$ cat config.mk
export PLATFORM = sky130hd
export DESIGN_NAME = schmidl_cox_ctrl
export DESIGN_NICKNAME = d
export VERILOG_FILES = /design/src/rtl/schmidl_cox_ctrl_pkg.sv /design/src/rtl/schmidl_cox_ctrl_setting_bus_seq.sv /design/src/rtl/schmidl_cox_ctrl.sv
export SDC_FILE = /design/constraint.sdc
export NUM_CORES = 1
export LEC_CHECK = 0
export ABC_AREA = 1
export CAP_MARGIN = 0
export CORE_UTILIZATION = 40
export CTS_CLUSTER_SIZE = 14
export DETAILED_ROUTE_END_ITERATION = 8
export PLACE_DENSITY = 0.62
export SLEW_MARGIN = 20
export SYNTH_ARGS = -nofsm -noshare
export SYNTH_HDL_FRONTEND = slang
export SYNTH_SLANG_ARGS = --single-unit
export TNS_END_PERCENT = 5
$ cat constraint.sdc
create_clock -name clk -period 7.05 [get_ports clk]
set_clock_uncertainty 0.2 [all_clocks]
set_input_delay 1.41 -clock clk [delete_from_list [all_inputs] [get_ports clk]]
set_output_delay 1.41 -clock clk [all_outputs]
set_load 0.01 [all_outputs]
$ cat src/rtl/schmidl_cox_ctrl_pkg.sv
// Shared definitions for the Schmidl & Cox run-control sequencer: state
// encodings, synchronizer setting addresses and the CONFIG write order.
package schmidl_cox_ctrl_pkg;

  typedef enum logic [2:0] {
    S_IDLE    = 3'd0,
    S_CONFIG  = 3'd1,
    S_CLEAR   = 3'd2,
    S_SEARCH  = 3'd3,
    S_FRAME   = 3'd4,
    S_HOLDOFF = 3'd5
  } state_e;

  localparam logic [7:0] SR_FRAME_LEN            = 8'd0;
  localparam logic [7:0] SR_GAP_LEN              = 8'd1;
  localparam logic [7:0] SR_OFFSET               = 8'd2;
  localparam logic [7:0] SR_NUMBER_SYMBOLS_MAX   = 8'd3;
  localparam logic [7:0] SR_NUMBER_SYMBOLS_SHORT = 8'd4;
  localparam logic [7:0] SR_THRESHOLD            = 8'd5;

  localparam int NUM_WRITES = 6;

  // Write-order indices: threshold goes first so detection is never armed
  // with a stale threshold.
  localparam logic [2:0] WR_THRESHOLD = 3'd0;
  localparam logic [2:0] WR_FRAME_LEN = 3'd1;
  localparam logic [2:0] WR_GAP_LEN   = 3'd2;
  localparam logic [2:0] WR_OFFSET    = 3'd3;
  localparam logic [2:0] WR_SYM_MAX   = 3'd4;
  localparam logic [2:0] WR_SYM_SHORT = 3'd5;

  function automatic logic [7:0] wr_addr(input logic [2:0] idx);
    case (idx)
      WR_THRESHOLD: wr_addr = SR_THRESHOLD;
      WR_FRAME_LEN: wr_addr = SR_FRAME_LEN;
      WR_GAP_LEN:   wr_addr = SR_GAP_LEN;
      WR_OFFSET:    wr_addr = SR_OFFSET;
      WR_SYM_MAX:   wr_addr = SR_NUMBER_SYMBOLS_MAX;
      WR_SYM_SHORT: wr_addr = SR_NUMBER_SYMBOLS_SHORT;
      default:      wr_addr = 8'd0;
    endcase
  endfunction

endpackage

$ cat src/rtl/schmidl_cox_ctrl_setting_bus_seq.sv
// Six-entry setting-bus walker: on go it snapshots the values and issues one
// write per cycle in write-order; kill drops the strobe immediately.
module setting_bus_seq
  import schmidl_cox_ctrl_pkg::*;
(
  input  logic                        clk,
  input  logic                        aresetn,
  input  logic                        go,
  input  logic                        kill,
  input  logic [NUM_WRITES-1:0][15:0] cfg_vals,
  output logic                        set_stb,
  output logic [7:0]                  set_addr,
  output logic [31:0]                 set_data,
  output logic                        busy,
  output logic                        last
);

  localparam logic [2:0] LAST_IDX = 3'(NUM_WRITES - 1);

  logic [NUM_WRITES-1:0][15:0] vals_q;
  logic [2:0]                  idx_q;
  logic [2:0]                  idx_nxt;
  logic                        stb_q;

  assign idx_nxt = idx_q + 3'd1;

  always_ff @(posedge clk) begin
    if (!aresetn) begin
      vals_q   <= '0;
      idx_q    <= '0;
      stb_q    <= 1'b0;
      set_addr <= '0;
      set_data <= '0;
    end else if (kill) begin
      idx_q    <= '0;
      stb_q    <= 1'b0;
      set_addr <= '0;
      set_data <= '0;
    end else if (go) begin
      // First write comes straight from the inputs so it lands the cycle after go.
      vals_q   <= cfg_vals;
      idx_q    <= '0;
      stb_q    <= 1'b1;
      set_addr <= wr_addr(3'd0);
      set_data <= {16'd0, cfg_vals[0]};
    end else if (stb_q) begin
      if (idx_q == LAST_IDX) begin
        stb_q    <= 1'b0;
        set_addr <= '0;
        set_data <= '0;
      end else begin
        idx_q    <= idx_nxt;
        set_addr <= wr_addr(idx_nxt);
        set_data <= {16'd0, vals_q[idx_nxt]};
      end
    end
  end

  assign set_stb = stb_q & ~kill;
  assign busy    = stb_q;
  assign last    = stb_q & (idx_q == LAST_IDX);

endmodule

$ cat src/rtl/schmidl_cox_ctrl.sv
// Run-control sequencer for the Schmidl & Cox synchronizer: programs its
// settings, gates the sample stream and tracks frames, holdoff and timeout.
module schmidl_cox_ctrl
  import schmidl_cox_ctrl_pkg::*;
(
  input  logic        clk,
  input  logic        aresetn,
  input  logic        start,
  input  logic        abort,
  input  logic [15:0] cfg_frame_len,
  input  logic [15:0] cfg_gap_len,
  input  logic [15:0] cfg_offset,
  input  logic [15:0] cfg_num_symbols_max,
  input  logic [15:0] cfg_num_symbols_short,
  input  logic [15:0] cfg_threshold,
  input  logic [15:0] cfg_holdoff,
  input  logic [23:0] cfg_timeout,
  input  logic        cfg_continuous,
  input  logic [31:0] i_tdata,
  input  logic        i_tlast,
  input  logic        i_tvalid,
  output logic        i_tready,
  output logic [31:0] o_tdata,
  output logic        o_tlast,
  output logic        o_tvalid,
  input  logic        o_tready,
  output logic        sc_set_stb,
  output logic [7:0]  sc_set_addr,
  output logic [31:0] sc_set_data,
  output logic        sc_clear,
  input  logic        sof,
  input  logic        eof,
  output logic        busy,
  output logic [2:0]  state,
  output logic [15:0] frame_count,
  output logic        timeout_flag,
  output logic        done
);

  state_e      state_q, state_nxt;
  logic [15:0] holdoff_q;
  logic [23:0] timeout_q;
  logic        cont_q;
  logic [23:0] tmo_cnt;
  logic [15:0] hold_cnt;
  logic        clear_q;

  logic        accept, abort_hit, frame_inc, tmo_set, done_nxt;
  logic        seq_busy, seq_last, pass_en;
  state_e      exit_state;
  logic        exit_done;

  assign abort_hit = abort && (state_q != S_IDLE);
  assign accept    = (state_q == S_IDLE) && start && !abort;

  setting_bus_seq u_seq (
    .clk      (clk),
    .aresetn  (aresetn),
    .go       (accept),
    .kill     (abort_hit),
    .cfg_vals ({cfg_num_symbols_short, cfg_num_symbols_max, cfg_offset,
                cfg_gap_len, cfg_frame_len, cfg_threshold}),
    .set_stb  (sc_set_stb),
    .set_addr (sc_set_addr),
    .set_data (sc_set_data),
    .busy     (seq_busy),
    .last     (seq_last)
  );

  // Where a completed frame leads, shared by FRAME and the sof+eof SEARCH case.
  always_comb begin
    exit_done  = 1'b0;
    exit_state = S_HOLDOFF;
    if (holdoff_q == 16'd0) begin
      exit_state = cont_q ? S_SEARCH : S_IDLE;
      exit_done  = !cont_q;
    end
  end

  always_comb begin
    state_nxt = state_q;
    done_nxt  = 1'b0;
    frame_inc = 1'b0;
    tmo_set   = 1'b0;
    case (state_q)
      S_IDLE:   if (accept) state_nxt = S_CONFIG;
      S_CONFIG: if (seq_last || !seq_busy) state_nxt = S_CLEAR;
      S_CLEAR:  state_nxt = S_SEARCH;
      S_SEARCH: begin
        if (sof) begin
          if (eof) begin
            frame_inc = 1'b1;
            state_nxt = exit_state;
            done_nxt  = exit_done;
          end else begin
            state_nxt = S_FRAME;
          end
        end else if (timeout_q != 24'd0 && tmo_cnt == timeout_q - 24'd1) begin
          tmo_set   = 1'b1;
          state_nxt = S_IDLE;
        end
      end
      S_FRAME: begin
        if (eof) begin
          frame_inc = 1'b1;
          state_nxt = exit_state;
          done_nxt  = exit_done;
        end
      end
      S_HOLDOFF: begin
        if (hold_cnt == holdoff_q - 16'd1) begin
          state_nxt = cont_q ? S_SEARCH : S_IDLE;
          done_nxt  = !cont_q;
        end
      end
      default: state_nxt = S_IDLE;
    endcase
    if (abort_hit) begin
      state_nxt = S_IDLE;
      done_nxt  = 1'b0;
      frame_inc = 1'b0;
      tmo_set   = 1'b0;
    end
  end

  always_ff @(posedge clk) begin
    if (!aresetn) begin
      state_q      <= S_IDLE;
      holdoff_q    <= '0;
      timeout_q    <= '0;
      cont_q       <= 1'b0;
      tmo_cnt      <= '0;
      hold_cnt     <= '0;
      clear_q      <= 1'b0;
      frame_count  <= '0;
      timeout_flag <= 1'b0;
      done         <= 1'b0;
    end else begin
      state_q  <= state_nxt;
      done     <= done_nxt;
      clear_q  <= (state_nxt == S_CLEAR);
      // Re-entering SEARCH after a same-cycle sof/eof restarts the search window.
      tmo_cnt  <= (state_q != S_SEARCH || frame_inc) ? 24'd0 : tmo_cnt + 24'd1;
      hold_cnt <= (state_q == S_HOLDOFF) ? hold_cnt + 16'd1 : 16'd0;
      if (accept) begin
        holdoff_q    <= cfg_holdoff;
        timeout_q    <= cfg_timeout;
        cont_q       <= cfg_continuous;
        frame_count  <= '0;
        timeout_flag <= 1'b0;
      end
      if (frame_inc) frame_count <= frame_count + 16'd1;
      if (tmo_set)   timeout_flag <= 1'b1;
    end
  end

  assign busy     = (state_q != S_IDLE);
  assign state    = state_q;
  assign sc_clear = clear_q | abort_hit;

  // Zero-latency stream gate: drained in IDLE, stalled while configuring.
  assign pass_en  = (state_q == S_SEARCH) || (state_q == S_FRAME) || (state_q == S_HOLDOFF);
  assign o_tdata  = i_tdata;
  assign o_tlast  = i_tlast;
  assign o_tvalid = pass_en & i_tvalid;
  assign i_tready = (state_q == S_IDLE) | (pass_en & o_tready);

endmodule

; ---- After elaboration in Yosys (flattened, before gate mapping)
; Cells that the tools add are included.
[totals]
elab_cells = 116
input_bits = 178
output_inout_bits = 99
regBits = 227
[classes]
n_mux = 40
reduce_logical = 25
n_bitwise = 9
n_eq_ne = 14
magnitude_cmp = 1
addsub = 6
[op_table]
columns = cell, n
row1 = $mux W16, 6
row2 = $bmux W16 S3, 1
row3 = $mux W3, 12
row4 = $add A16 B1 Y16 const B, 2
row5 = $add A24 B1 Y24 const B, 1
row6 = $eq A24 B24 Y1, 1
row7 = $reduce_bool A24 Y1, 1
row8 = $sub A24 B1 Y24 const B, 1
row9 = $pmux W3 S6, 1
row10 = $eq A16 B16 Y1, 1
row11 = $logic_not A16 Y1, 1
row12 = $mux W1, 16
row13 = $sub A16 B1 Y16 const B, 1
row14 = $eq A3 B2 Y1 const B, 5
row15 = $eq A3 B3 Y1 const B, 5
row16 = $pmux W3 S5, 1
row17 = $logic_not A3 Y1, 2
row18 = $reduce_and A2 Y1, 3
row19 = $reduce_bool A2 Y1, 3
row20 = $and A1 B1 Y1, 4
row21 = $logic_and A1 B1 Y1, 4
row22 = $logic_or A1 B1 Y1, 4
row23 = $lt A3 B4 Y1 const B, 1
row24 = $reduce_or A2 Y1, 2
row25 = 11 further kinds, 16

; ---- Logic depth before layout (Yosys ltp)
; Gate-level depths: netlist (run 1).
[logic_depth]
depth_word = 8
depth_mapped = 16

; ---- Hierarchy
; A second synthesis (run 1) with hierarchy kept.
[unflattened]
hier_cells = 1780
area_unflattened_um2 = 12000.3
[by_module_without_submodules]
columns = mod, n_inst, cells_per_inst, area_each_um2
row1 = schmidl_cox_ctrl, 1, 964, 6477.5
row2 = setting_bus_seq, 1, 816, 5522.8

; ---- Worst setup path after synthesis (run 1)
; Ideal clock, no wire load.
[synth_timing]
path_type = input-to-output
from = input abort
to = output sc_clear
cell_stages = 3
arrival_ns = 1.822
n_path_buf = 0
setup_slack_ns = 3.618
cell_sequence = nand2_1 -> inv_2 -> or2_2
[synth_between]
elab_chain_len = 2
[synth_rtl]
columns = element, line_no
row1 = from (decl), schmidl_cox_ctrl.sv:9  ; input logic abort,
row2 = $logic_and A1 B1 Y1, schmidl_cox_ctrl.sv:53  ; assign abort_hit = abort && (state_q != S_IDLE);
row3 = $or A1 B1 Y1, schmidl_cox_ctrl.sv:159  ; assign sc_clear = clear_q | abort_hit;
row4 = to (decl), schmidl_cox_ctrl.sv:30  ; output logic sc_clear,
; No other way between the ends.

; ---- Final worst setup path (run 1)
; Same ends and word-level chain as after synthesis.

==> results_dict.tcl, run 1 <==
set metrics [dict create \
    wl_per_cell_um 15.47 \
    area_delta_synth_final_pct 22.09 \
    final-max-slew-violation-count 0 \
    synth_ff_type "dfxtp_1" \
    antenna_left 0 \
    grt_start_max_net_pins 140 \
    worstSetupStartpoint "abort" \
    fp.dieArea_um2 30280 \
    finalCriticalPeriod_ns 4.431 \
    pin_count 277 \
    worst_pin_slew_ns 1.069 \
    htreeDepth 1 \
    hold_viol_final 0 \
    final_common_cell "nand2_1" \
    row_count 62 \
    grt_antenna_before_repair 4 \
    routabilityCongestion 0.9084 \
    vias 11610 \
    postCtsResizedCells 0 \
    regToRegEndpoint "u_seq.set_data[14]" \
    setup_slack_ns 2.619 \
    nFillCells 2909 \
    mostFrequentLayoutCells "nand2_1, nor2_1, dfxtp_1, o21ai_0, clkdlybuf4s50_1" \
    period_share 0.6286 \
    synth-seq-area-share 0.3755 \
    grt_pass1_wl_um 56230 \
    hpwlAfterDp_um 25010 \
    synth_seq_cells 222 \
    setup_viol 0 \
    relSlewSlack 0.2872 \
    io_buffers 189 \
    max_freq_mhz 225.7 \
    outcome "finished, final reports clean" \
    cts_sinks 222 \
    path_class "in2out" \
    core_area_um2 28940 \
    rsz0062_at_grt "no" \
    syn_area_um2 11840 \
    setup_tns_ns 0 \
    drtPass1Iterations 5 \
    cp_slowest_cell "clkdlybuf4s50_1" \
    r2r_cells 12 \
    cp-end-kind "output pin" \
    wl_um 35060 \
    avgSynthCellArea_um2 6.775 \
    cp_data_arrival_time_ns 2.82 \
    die_h_um 174.0 \
    cts_setup_buffers 0 \
    start_util 0.4091 \
    place_ws_ns 2.641 \
    drtIter0Drc 715 \
    maxCapViolCount 0 \
    insertion_delay_ns 0.54 \
    cts_buffer_depth 3 \
    worstPathRequired_ns 5.44 \
    hold_path.class "reg2reg" \
    clk_pin_slew_ns 0.06 \
    synth_edf_count 0 \
    synthCells 1747 \
    cp-endpoint "sc_clear" \
    cts_tree "done" \
    viasPerCell 5.124 \
    grt_usage 0.2284 \
    slowest_delay_ns 0.49 \
    start_kind "primary input" \
    remaining_drc_errors 0 \
    ys_async_sr_fraction 0 \
    fin_hold_ws_ns 0.2518 \
    fp.dieW_um 174.0 \
    regToRegStartpoint "u_seq.idx_q[0]" \
    cp_cell_sequence "clkdlybuf4s50_1 -> nand2_1 -> inv_2 -> or2_2 -> clkdlybuf4s50_1" \
    cts_made_buffers 25 \
    synth_cell_types 52 \
    drive_above_1_share 0.06220 \
    layout.nets 2053 \
    postCtsHoldBufs 0 \
    yosys_warnings 0 \
    peakVddDrop_v 0.0001627 \
    grt_pass1_vias 10940 \
    r2r_slack_ns 3.76 \
    p_leak_nw 5.820 \
    cts-root-buf "clkbuf_16" \
    path_max_fanout 5 \
    p_per_area_nw_per_um2 239.6 \
    overflow 0 \
    worst_path_most_repeated_cell "clkdlybuf4s50_1" \
]
[metal layers]
metal | routed length (um) | vias up | track usage
met4 | 854 | 4 | 0.05811
met3 | 2052 | 65 | 0.04068
met1 | 15900 | 5308 | 0.2977
met2 | 16230 | 357 | 0.3878
met5 | 23 | - | 0
li1 | - | 5876 | -
[metrics by stage]
step                power [mW]  cells  area (um2)  utilization
global placement         2.219   2220       13660       0.4722
floorplan                1.971   1767       11910            -
detailed placement       2.227   2220       13660       0.4722
finish                   3.462   2266       14450       0.4994
CTS                      3.486   2265       14450       0.4993
global route             3.647   2265       14450       0.4994
[cells in the mapped netlist, types with 15 or more instances]
library cell    n  area (um2)
a21oi_1       128       640.6
a31oi_1        19       118.9
buf_4          55       412.9
clkbuf_1       64       240.2
dfxtp_1       222        4444
inv_1         140       525.5
nand2_1       310        1164
nand3_1        74       370.4
nand4_1        21       131.4
nor2_1        306        1149
nor2_2         15       93.84
nor3_1         17       85.08
o21ai_0       195       975.9
xnor2_1        20       175.2
xor2_1         21       183.9
[layout make-up]
class / instances / area [um2] / share of cell area
Clock inverter: 5 / 40.04 / 0.002771
Clock buffer: 40 / 742.0 / 0.05134
Sequential cell: 222 / 4444 / 0.3075
Timing Repair Buffer: 199 / 1964 / 0.1359
Tap cell: 384 / 480.5 / 0.03325
Antenna cell: 1 / 2.502 / 0.0001732
Multi-Input combinational cell: 1257 / 6180 / 0.4276
Inverter: 158 / 598.1 / 0.04139
[registers in the layout, indices dropped and copies added (netlist names)]
signal,flops
state,3
u_seq.busy,1
u_seq.set_data,16
hold_cnt,16
cont_q,1
timeout_flag,1
clear_q,1
frame_count,16
u_seq.idx_q,3
u_seq.vals_q,96
done,1
tmo_cnt,24
holdoff_q,16
u_seq.set_addr,3
timeout_q,24
[worst min path at each step]
stage                     start                to  slack (ns)  cells after the start
6_report       u_seq.vals_q[62]  u_seq.vals_q[62]        0.25                      2
5_1_grt        u_seq.vals_q[64]  u_seq.vals_q[64]        0.27                      2
4_1_cts        u_seq.vals_q[24]  u_seq.vals_q[24]        0.25                      2
3_5_place_dp   u_seq.vals_q[24]  u_seq.vals_q[24]        0.24                      2
3_3_place_gp   u_seq.vals_q[79]  u_seq.vals_q[79]        0.24                      2
2_1_floorplan  u_seq.vals_q[64]  u_seq.vals_q[64]        0.23                      2
[critical path: cells and delay by family]
| kind | cells | cell delay, ns |
|---|---|---|
| buf+inv | 3 | 1.02 |
| simple gates | 2 | 0.39 |
[power breakdown]
group / switching, mW / internal [mW] / leakage [nW]
Sequential: 0.0666 / 1.35 / 1.81
Combinational: 0.490 / 0.306 / 3.62
Clock: 0.533 / 0.721 / 0.387
[cells by family after synthesis]
family / count (synthesis) / share of synthesized area
adder cells (fa/ha/maj): 12 / 0.01268
flip-flops: 222 / 0.3755
other: 1 / 0.0003168
XOR/XNOR: 41 / 0.03034
buffers and inverters: 288 / 0.1095
AND/OR/NAND/NOR: 798 / 0.2958
AO/OA/AOI/OAI: 385 / 0.1759
(Power assumes the default switching activity.)
==> run 2: changes to the inputs <==
==> constraint.sdc (replaced) <==
create_clock -name clk -period 4.21 [get_ports clk]
set_clock_uncertainty 0.2 [all_clocks]
set_input_delay 0.842 -clock clk [delete_from_list [all_inputs] [get_ports clk]]
set_output_delay 0.842 -clock clk [all_outputs]
set_load 0.01 [all_outputs]
==> run 2 against run 1 <==
Net effect: die area unchanged; sequential share of layout area fell by 0.27 points; setup slack got worse by 1.7 ns; power grew 73%; core utilization is 0.44 points higher; combinational power up 70%; critical endpoint unchanged.
==> results_dict.tcl, run 2 (synthesis results as in run 1) <==
set metrics [dict create \
    cp_cell_sequence "clkdlybuf4s50_1 -> nand2_1 -> inv_2 -> or2_2 -> clkdlybuf4s50_1" \
    setup_tns_ns 0 \
    pin_count 277 \
    max_freq_mhz 304.5 \
    cts_buffer_depth 3 \
    fp.dieW_um 174.0 \
    cp_slowest_cell "clkdlybuf4s50_1" \
    fin_hold_ws_ns 0.2521 \
    place_ws_ns 0.8699 \
    vias 11600 \
    wl_um 35430 \
    worst_path_most_repeated_cell "clkdlybuf4s50_1" \
    critPathBufInv 3 \
    setup_viol 0 \
    start_kind "primary input" \
    start_util 0.4091 \
    core_area_um2 28940 \
    grt_pass1_vias 10950 \
    placedCellCount 2224 \
    top_regs "u_seq.vals_q: 96 flops, timeout_q: 24 flops, tmo_cnt: 24 flops" \
    slowest_delay_ns 0.52 \
    routabilityCongestion 0.8978 \
    relSlewSlack 0.4049 \
    setup_slack_ns 0.9262 \
    p_leak_nw 5.896 \
    final-max-slew-violation-count 0 \
    cts_tree "done" \
    cts_sinks 222 \
    grt_pass1_wl_um 56190 \
    power_mw 5.986 \
    viasPerCell 5.103 \
    antenna_left 0 \
    die_h_um 174.0 \
    finalCriticalPeriod_ns 3.284 \
    grt_usage 0.2280 \
    overflow 0 \
    area_delta_synth_final_pct 23.17 \
    path_max_fanout 5 \
    outcome "finished, final reports clean" \
    drive_above_1_share 0.06939 \
    wl_per_cell_um 15.59 \
    p_per_area_nw_per_um2 410.6 \
    hpwlAfterDp_um 25690 \
    layout.nets 2058 \
    largest_reg_flops 96 \
    drtPass1Iterations 7 \
    worstPathRequired_ns 3.17 \
    stdcell_area_um2 14580 \
    rsz0062_at_grt "no" \
    grt_start_max_net_pins 104 \
    mostFrequentLayoutCells "nand2_1, nor2_1, dfxtp_1, o21ai_0, clkdlybuf4s50_1" \
    fp.dieArea_um2 30280 \
    path_class "in2out" \
    io_buffers 189 \
    crit_family "buffers and inverters" \
    cts-root-buf "clkbuf_16" \
    utilization 0.5038 \
    finalNonFillerCells 2273 \
    clk_pin_slew_ns 0.06 \
    row_count 62 \
    worst_pin_slew_ns 0.8926 \
    cts_made_buffers 26 \
    postCtsResizedCells 0 \
    final_common_cell "nand2_1" \
    hold_viol_final 0 \
    cp-end-kind "output pin" \
    maxCapViolCount 0 \
    insertion_delay_ns 0.54 \
    remaining_drc_errors 0 \
    postCtsHoldBufs 0 \
    cp_data_arrival_time_ns 2.24 \
    period_share 0.7800 \
    top_register "u_seq.vals_q" \
    htreeDepth 1 \
    grt_antenna_before_repair 2 \
    cts_setup_buffers 0 \
    hold_path.class "reg2reg" \
    dpl-instance-area_um2 13710 \
    peakVddDrop_v 0.0002468 \
    drtIter0Drc 852 \
]
-- run 2: cell types whose count changed in the layout (fill, tap and decap cells not counted), sizes merged --
cell	delta
inv	-1
buf	+4
clkbuf	-5
clkinv	+8
bufinv	+1
-- run 2: power by group --
part	internal [mW]	switching, mW	leakage [nW]	total [mW]
combinational	0.519	0.831	3.64	1.35
clock	1.33	0.935	0.443	2.27
sequential	2.25	0.115	1.81	2.37
total	4.11	1.88	5.90	5.99
-- run 2: layout make-up --
type / count / area (um2)
Fill cell: 2931 / 14360
Multi-Input combinational cell: 1257 / 6177
Sequential cell: 222 / 4444
Timing Repair Buffer: 203 / 2007
Clock buffer: 35 / 764.5
Inverter: 158 / 598.1
Tap cell: 384 / 480.5
Clock inverter: 13 / 105.1
Antenna cell: 1 / 2.502
-- run 2: worst paths after layout --
check | start | end | slack [ns] | cells after the start
hold reg to reg | u_seq.vals_q[66] | u_seq.vals_q[66] | 0.25 | 2
setup / recovery | abort | sc_clear | 0.93 | 5
setup reg to reg | u_seq.idx_q[0] | u_seq.set_data[9] | 1.15 | 11
hold / removal | u_seq.vals_q[66] | u_seq.vals_q[66] | 0.25 | 2
-- run 2: tightest hold or removal path, delay by kind of cell, from the launching register on --
| kind | cells | cell delay, ns |
|---|---|---|
| compound gates | 1 | 0.05 |
| buf+inv | 1 | 0.06 |
| flops | 1 | 0.30 |
-- run 2: routing by layer --
metal,wire length [um],GRT usage
met3,2119,0.03718
met1,15650,0.2909
met4,937,0.06835
met2,16710,0.3927
met5,13,0
==> run 3: changes to the inputs <==
==> constraint.sdc (replaced) <==
create_clock -name clk -period 3.2 [get_ports clk]
set_clock_uncertainty 0.2 [all_clocks]
set_input_delay 0.64 -clock clk [delete_from_list [all_inputs] [get_ports clk]]
set_output_delay 0.64 -clock clk [all_outputs]
set_load 0.01 [all_outputs]
==> run 3 against run 2 <==
Net effect: cell count increased by 0.31%; sequential share of layout area decreased by 0.13 points; core utilization increased by 0.21 points; critical path depth increased by 1; power increased by 31%; die area unchanged; clock power increased by 30%; routed wire length decreased by 1.2%; via count decreased by 0.93%; first-iteration DRC count decreased by 17%; design area increased by 0.42%.
==> results_dict.tcl, run 3 (synthesis results as in run 1) <==
set metrics [dict create \
    cts_sinks 222 \
    worstSetupStartpoint "state[1]" \
    slowest_delay_ns 0.48 \
    hold_path.class "reg2reg" \
    top_regs "u_seq.vals_q: 96 flops, timeout_q: 24 flops, tmo_cnt: 24 flops" \
    wl_per_cell_um 15.36 \
    grt_usage 0.2279 \
    layout.nets 2065 \
    maxCapViolCount 0 \
    wl_um 35020 \
    worst_path_most_repeated_cell "inv_2" \
    finalNonFillerCells 2280 \
    path_max_fanout 7 \
    cp_cell_sequence "inv_2 -> nand3_2 -> nand2_1 -> inv_2 -> or2_2 -> clkdlybuf4s50_1" \
    setup_slack_ns 0.1908 \
    outcome "finished, final reports clean" \
    place_ws_ns 0.3138 \
    antenna_left 0 \
    worst_pin_slew_ns 0.7904 \
    hold_viol_final 0 \
    nFillCells 2908 \
    pin_count 277 \
    io_buffers 189 \
    largest_reg_flops 96 \
    overflow 0 \
    cts_setup_buffers 0 \
    grt_antenna_before_repair 3 \
    drive_above_1_share 0.07075 \
    routabilityCongestion 0.8882 \
    grt_pass1_vias 10990 \
    p_per_area_nw_per_um2 535.7 \
    viasPerCell 5.039 \
    critPathBufInv 3 \
    cts_made_buffers 25 \
    relSlewSlack 0.4725 \
    grt_pass1_wl_um 56040 \
    path_class "reg2out" \
    fp.dieArea_um2 30280 \
    cts_tree "done" \
    grt_start_max_net_pins 91 \
    postCtsResizedCells 0 \
    regToRegStartpoint "timeout_q[0]" \
    finalCriticalPeriod_ns 3.009 \
    htreeDepth 1 \
    placedCellCount 2232 \
    rsz0062_at_grt "no" \
    row_count 62 \
    fin_hold_ws_ns 0.2561 \
    core_area_um2 28940 \
    p_leak_nw 5.927 \
    final-max-slew-violation-count 0 \
    period_share 0.9404 \
    postCtsHoldBufs 0 \
    die_h_um 174.0 \
    peakVddDrop_v 0.0003686 \
    remaining_drc_errors 0 \
    regToRegEndpoint "clear_q" \
    cts_buffer_depth 3 \
    hpwlAfterDp_um 25810 \
    cp_data_arrival_time_ns 2.17 \
    setup_viol 0 \
    worstPathRequired_ns 2.36 \
    crit_family "buffers and inverters" \
    top_register "u_seq.vals_q" \
    clk_pin_slew_ns 0.06 \
    r2r_slack_ns 0.50 \
    cp.depth 6 \
    r2r_cells 16 \
    final_common_cell "nand2_1" \
    cp-end-kind "output pin" \
    mostFrequentLayoutCells "nand2_1, nor2_1, dfxtp_1, o21ai_0, clkdlybuf4s50_1" \
    vias 11490 \
    start_util 0.4091 \
    drtIter0Drc 711 \
    insertion_delay_ns 0.53 \
    drtPass1Iterations 6 \
    start_kind "register" \
    cp-endpoint "sc_clear" \
    fp.dieW_um 174.0 \
    cp_slowest_cell "clkdlybuf4s50_1" \
    cts-root-buf "clkbuf_16" \
    max_freq_mhz 332.3 \
    setup_tns_ns 0 \
    area_delta_synth_final_pct 23.69 \
]
## run 3: cell types whose count changed in the layout (fill, tap and decap cells not counted)
cell | before | now
buf_4 | 14 | 20
clkbuf_8 | 8 | 4
clkbuf_1 | 1 | 4
buf_12 | 1 | 3
bufinv_16 | 1 | 3
clkinv_2 | 10 | 8
clkbuf_16 | 26 | 25
clkinv_8 | 1 | 0
diode_2 | 1 | 2
inv_6 | 1 | 2
## run 3: layout make-up
| cell class | instances | area, um2 | share of cell area |
|---|---|---|---|
| Clock buffer | 33 | 695.7 | 0.04752 |
| Sequential cell | 222 | 4444 | 0.3036 |
| Antenna cell | 2 | 5.005 | 0.0003419 |
| Inverter | 158 | 598.1 | 0.04085 |
| Clock inverter | 13 | 147.6 | 0.01008 |
| Timing Repair Buffer | 211 | 2092 | 0.1429 |
| Tap cell | 384 | 480.5 | 0.03282 |
| Multi-Input combinational cell | 1257 | 6177 | 0.4219 |
## run 3: worst min path at each step
stage / start / endpoint / cells past startpoint
after global placement: u_seq.vals_q[48] / u_seq.vals_q[48] / 2
after detailed placement: u_seq.vals_q[57] / u_seq.vals_q[57] / 2
final: u_seq.vals_q[79] / u_seq.vals_q[79] / 2
after global routing: u_seq.vals_q[27] / u_seq.vals_q[27] / 2
after floorplan: u_seq.vals_q[64] / u_seq.vals_q[64] / 2
after CTS: u_seq.vals_q[57] / u_seq.vals_q[57] / 2
## run 3: layer usage
layer	GRT usage	up-vias	wire length [um]
met1	0.2852	5237	15420
met4	0.07602	2	1147
met5	0	-	16
met2	0.3903	293	16380
met3	0.04462	64	2052
li1	-	5894	-
## run 3: per-stage QoR
| stage | instance area (um2) | utilization | power (mW) |
|---|---|---|---|
| CTS | 14640 | 0.5058 | 7.924 |
| global route | 14640 | 0.5058 | 8.275 |
| detailed placement | 13790 | 0.4767 | 4.953 |
| global placement | 13790 | 0.4767 | 4.943 |
| floorplan | 11910 | - | 4.343 |
| finish | 14640 | 0.5060 | 7.843 |
## run 3: worst min-delay path, stage by stage, from the launching register on
cell     delay, ns
dfxtp_1       0.29
inv_1         0.06
a21oi_1       0.06
## run 3: where the power goes
| group | switching, mW | leakage, nW | internal, mW |
|---|---|---|---|
| logic | 1.09 | 3.69 | 0.698 |
| registers | 0.151 | 1.81 | 2.96 |
| clock network | 1.17 | 0.424 | 1.77 |
